[config.mk]
export PLATFORM = sky130hd
export DESIGN_NAME = fibo_sat_counter
export DESIGN_NICKNAME = d
export VERILOG_FILES = /design/src/rtl/fibo_sat_counter.sv
export SDC_FILE = /design/constraint.sdc
export NUM_CORES = 1
export LEC_CHECK = 0
export ABC_AREA = 1
export ABC_CLOCK_PERIOD_IN_PS = 2500
export CORE_AREA = 4 4 41 43
export DETAILED_ROUTE_END_ITERATION = 7
export DIE_AREA = 0 0 45 47
export PLACE_DENSITY_LB_ADDON = 0.08
export SLEW_MARGIN = 25
export SYNTH_ARGS = -nofsm -noshare
export SYNTH_HDL_FRONTEND = slang
export SYNTH_SLANG_ARGS = --single-unit
[constraint.sdc]
create_clock -name clk -period 2.5 [get_ports clk]
set_clock_uncertainty 0.2 [all_clocks]
set_input_delay 0.375 -clock clk [delete_from_list [all_inputs] [get_ports clk]]
set_output_delay 0.375 -clock clk [all_outputs]
set_load 0.01 [all_outputs]
[src/rtl/fibo_sat_counter.sv]
// Saturating event counter: counts inc pulses, sticks at all-ones.
module fibo_sat_counter #(
  parameter int CNT_W = 8
) (
  input  logic             clk,
  input  logic             reset,
  input  logic             inc,
  output logic [CNT_W-1:0] count
);

  // Count up on inc, hold at the maximum value instead of wrapping
  always_ff @(posedge clk) begin
    if (reset) begin
      count <= '0;
    end else if (inc && (count != '1)) begin
      count <= count + CNT_W'(1);
    end
  end

endmodule

Word level (Yosys, flattened, before mapping)
Index checks and enable logic that the tools add are counted.
- add/sub/neg operators: 1
- equality and inequality tests: 1
- reductions and logical operators: 1
- operators with widths (kind ; count):
    8-bit by 1-bit adder with 8-bit output (second input constant) ; 1
    8-bit != test (second input constant) ; 1
    1-bit logical AND ; 1
- register bits: 8
- bits of input ports: 3
- output and inout bits: 8
- word-level logic and storage cells: 4

Longest topological paths before layout
- depth after elaboration: 2
- mapped depth: 8

Worst setup path before layout
No wires, ideal clock.
- path type: register to register
- from: register count[0]
- to: register count[3]
- library setup time: 0.115 ns
- arrival time: 1.136 ns
- path slack: 1.049 ns
- cell stages (with the launch flop): 8
- path buffers: 1
- cell sequence: dfxtp_1 -> ha_1 -> nand3_2 -> inv_2 -> nand2_2 -> buf_6 -> a21oi_1 -> nor2_1
- cells in the longest elaborated chain, start to end: 2
- elaborated cells on any way between the ends: 3
- ends and longest elaborated chain (element ; RTL line ; text):
    start: declaration ; 8 ; output logic [CNT_W-1:0] count
    start signal: assignment ; 16 ; count <= count + CNT_W'(1);
    branches (longest 2 deep; another with 8-bit by 1-bit adder with 8-bit output) ; -- ;
Several ways; the timed one is not identified.
A chain may end at the register's enable or synchronous reset.

Worst setup path in the final report
- from: register count[3]
- to: output count[3]
No word-level cell between the ends.

==> results_dict.tcl <==
set metrics [dict create \
    die_h_um 47 \
    first_pass_iters 4 \
    utilization 0.466 \
    synth_cell_types 15 \
    fin_total_pwr_mw 0.264 \
    postCtsSetupRepairBufs 0 \
    critPathBufInv 1 \
    r2r-start "count[0]" \
    layout-drive-gt1-share 0.125 \
    vias_per_cell 4.64 \
    post-route-min-period_ns 1.88 \
    worstSetupPathType "reg -> out" \
    grt-ovfl-total 0 \
    post_drt_wl_per_cell_um 10.2 \
    crit_family "buffers and inverters" \
    clockBufferDepth 2 \
    wl_met2_um 438 \
    met3_wirelength_um 47 \
    crit_chain "clkdlybuf4s50_1" \
    fp-row-count 13 \
    dr.first_iter.drc_count 13 \
    top_regs "count x8" \
    drc 0 \
    slowest_stage "clkdlybuf4s50_1" \
    io_buffers 10 \
    clk_pin_slew_ns 0.05 \
    syn_area_um2 484 \
    seq_power_share 0.512 \
    core_um2 1300 \
    ios 11 \
    num_antenna_cells 0 \
    regMostFlops "count" \
    hold_violations 0 \
    fin_crit_sh 0.752 \
    worstPathMaxFanout 7 \
    fin_nets 94 \
    tns_ns 0 \
    grt_setup_unrepaired "false" \
    grt_antenna_before_repair 0 \
    cts_max_level 1 \
    yosysSeqAreaShare 0.331 \
    cts_sinks 8 \
    worstHoldStart "count[6]" \
    relSlewSlack 0.689 \
    r2r_slack_ns 0.98 \
    grt_usage 0.118 \
    regToRegEndpoint "count[3]" \
    ctsHoldBuffers 0 \
    p_leak_nw 0.272 \
    tightest_slew_ns 0.466 \
    grt_max_degree 13 \
    clock_latency_ns 0.26 \
    ys_ff_latch 8 \
    largest_register_ffs 8 \
    ys.warnings.count 0 \
    first_global_vias 381 \
    min_to "count[6]" \
    p_switching_mw 0.0642 \
    hpwlAfterDp_um 753 \
    rr_worst_depth 6 \
    max_freq_mhz 532 \
    numCtsBuffers 3 \
    p_int_mw 0.200 \
    syn_to_final_growth_pct 25.3 \
    ir_worst_vdd_v 0.000315 \
    whs_ns 0.272 \
    syn_inst 77 \
    initial_utilization 0.372 \
    cts_tree "built" \
    wl_met1_um 553 \
    post_cts_resized 0 \
    gp_congestion 0.752 \
    dieArea_um2 2120 \
    cts_root_buffer "clkbuf_4" \
    hold_depth 2 \
    vias 478 \
    ant_nets 0 \
    grt_pass1_wl_mm 1.75 \
    swShare 0.243 \
    pwr-share-comb 0.105 \
    maxCapViolations 0 \
    power.density_nw_per_um2 436 \
    synth_nets 81 \
    die_x_um 45 \
    crit_required_ns 1.92 \
    critPathArrivalTime_ns 1.31 \
    clockPowerShare 0.384 \
    worstHoldPathType "reg -> reg" \
    crit_path_end_kind "primary output" \
    cpPeakStageDelay_ns 0.59 \
    maxSlewViolCount 0 \
    syn_area_per_cell_um2 6.29 \
    top_layer "met4" \
    cp-start-kind "register" \
    status "completed" \
    finalSetupViolations 0 \
    routed_wl_mm 1.05 \
]
metal layers:
| metal | track usage | vias up |
|---|---|---|
| met1 | 0.162 | 208 |
| met2 | 0.153 | 9 |
| met4 | 0.0526 | 0 |
| li1 | - | 259 |
| met3 | 0.0575 | 2 |
| met5 | 0 | - |
cells in the final DEF (no fill, tap or decap):
master	n
nand2_1	20
nor2_1	15
clkdlybuf4s50_1	10
inv_1	9
dfxtp_1	8
nand3_1	7
a21oi_1	6
clkbuf_4	3
nand3_2	2
inv_2	2
nor2_2	2
nand2_2	1
o21ai_1	1
nand3b_2	1
ha_1	1
cell usage after synthesis, drive strengths merged:
cell type,number,area [um^2]
ha,1,12.5
inv,11,41.3
nand3,9,55.1
nor2,17,68.8
nand2,21,81.3
o21ai,1,5.00
dfxtp,8,160
nand3b,1,11.3
buf,2,18.8
a21oi,6,30.0
cells by family after synthesis:
kind of cell / count (synthesis) / synth area share
fa+ha+maj: 1 / 0.0258
flops: 8 / 0.331
buf+inv: 13 / 0.124
simple gates: 48 / 0.447
compound gates: 7 / 0.0723
layout make-up:
class,count,area [um^2]
flip-flops and latches,8,160
fillers,145,694
multi-input cells,56,264
clock buffers,3,22.5
well taps,15,18.8
inverters,11,41.3
repair buffers,10,100
worst reg2reg max path: cells and delay by family, from the launching register on:
kind | cells | cell delay, ns
DFF | 1 | 0.43
AOI/OAI and AO/OA | 1 | 0.17
and+or+nand+nor | 3 | 0.31
adders and majority gates | 1 | 0.24
buffers and inverters | 1 | 0.07
power by group through the flow:
stage | logic (mW) | clock network, mW | registers [mW]
final | 0.0276 | 0.102 | 0.135
after global routing | 0.0307 | 0.115 | 0.136
after CTS | 0.0278 | 0.108 | 0.135
after detailed placement | 0.0279 | 0 | 0.138
after global placement | 0.0279 | 0 | 0.138
after floorplan | 0.0152 | 0 | 0.139
metrics by stage:
step,setup WS [ns],cell area [um^2],cells
2_1_floorplan,1.05,484,77
3_3_place_gp,0.656,584,100
3_5_place_dp,0.626,584,100
4_1_cts,0.618,607,103
5_1_grt,0.543,607,103
6_report,0.619,607,103
worst max-delay path by stage:
stage	startpoint	to	slack (ns)	cells after the start
after floorplan	count[0]	count[3]	1.05	7
after global placement	inc	count[4]	0.66	6
after detailed placement	inc	count[4]	0.63	6
after CTS	count[3]	count[3]	0.62	1
after global routing	count[3]	count[3]	0.54	1
final	count[3]	count[3]	0.62	1
No activity file was read; power rests on OpenSTA's default activity.
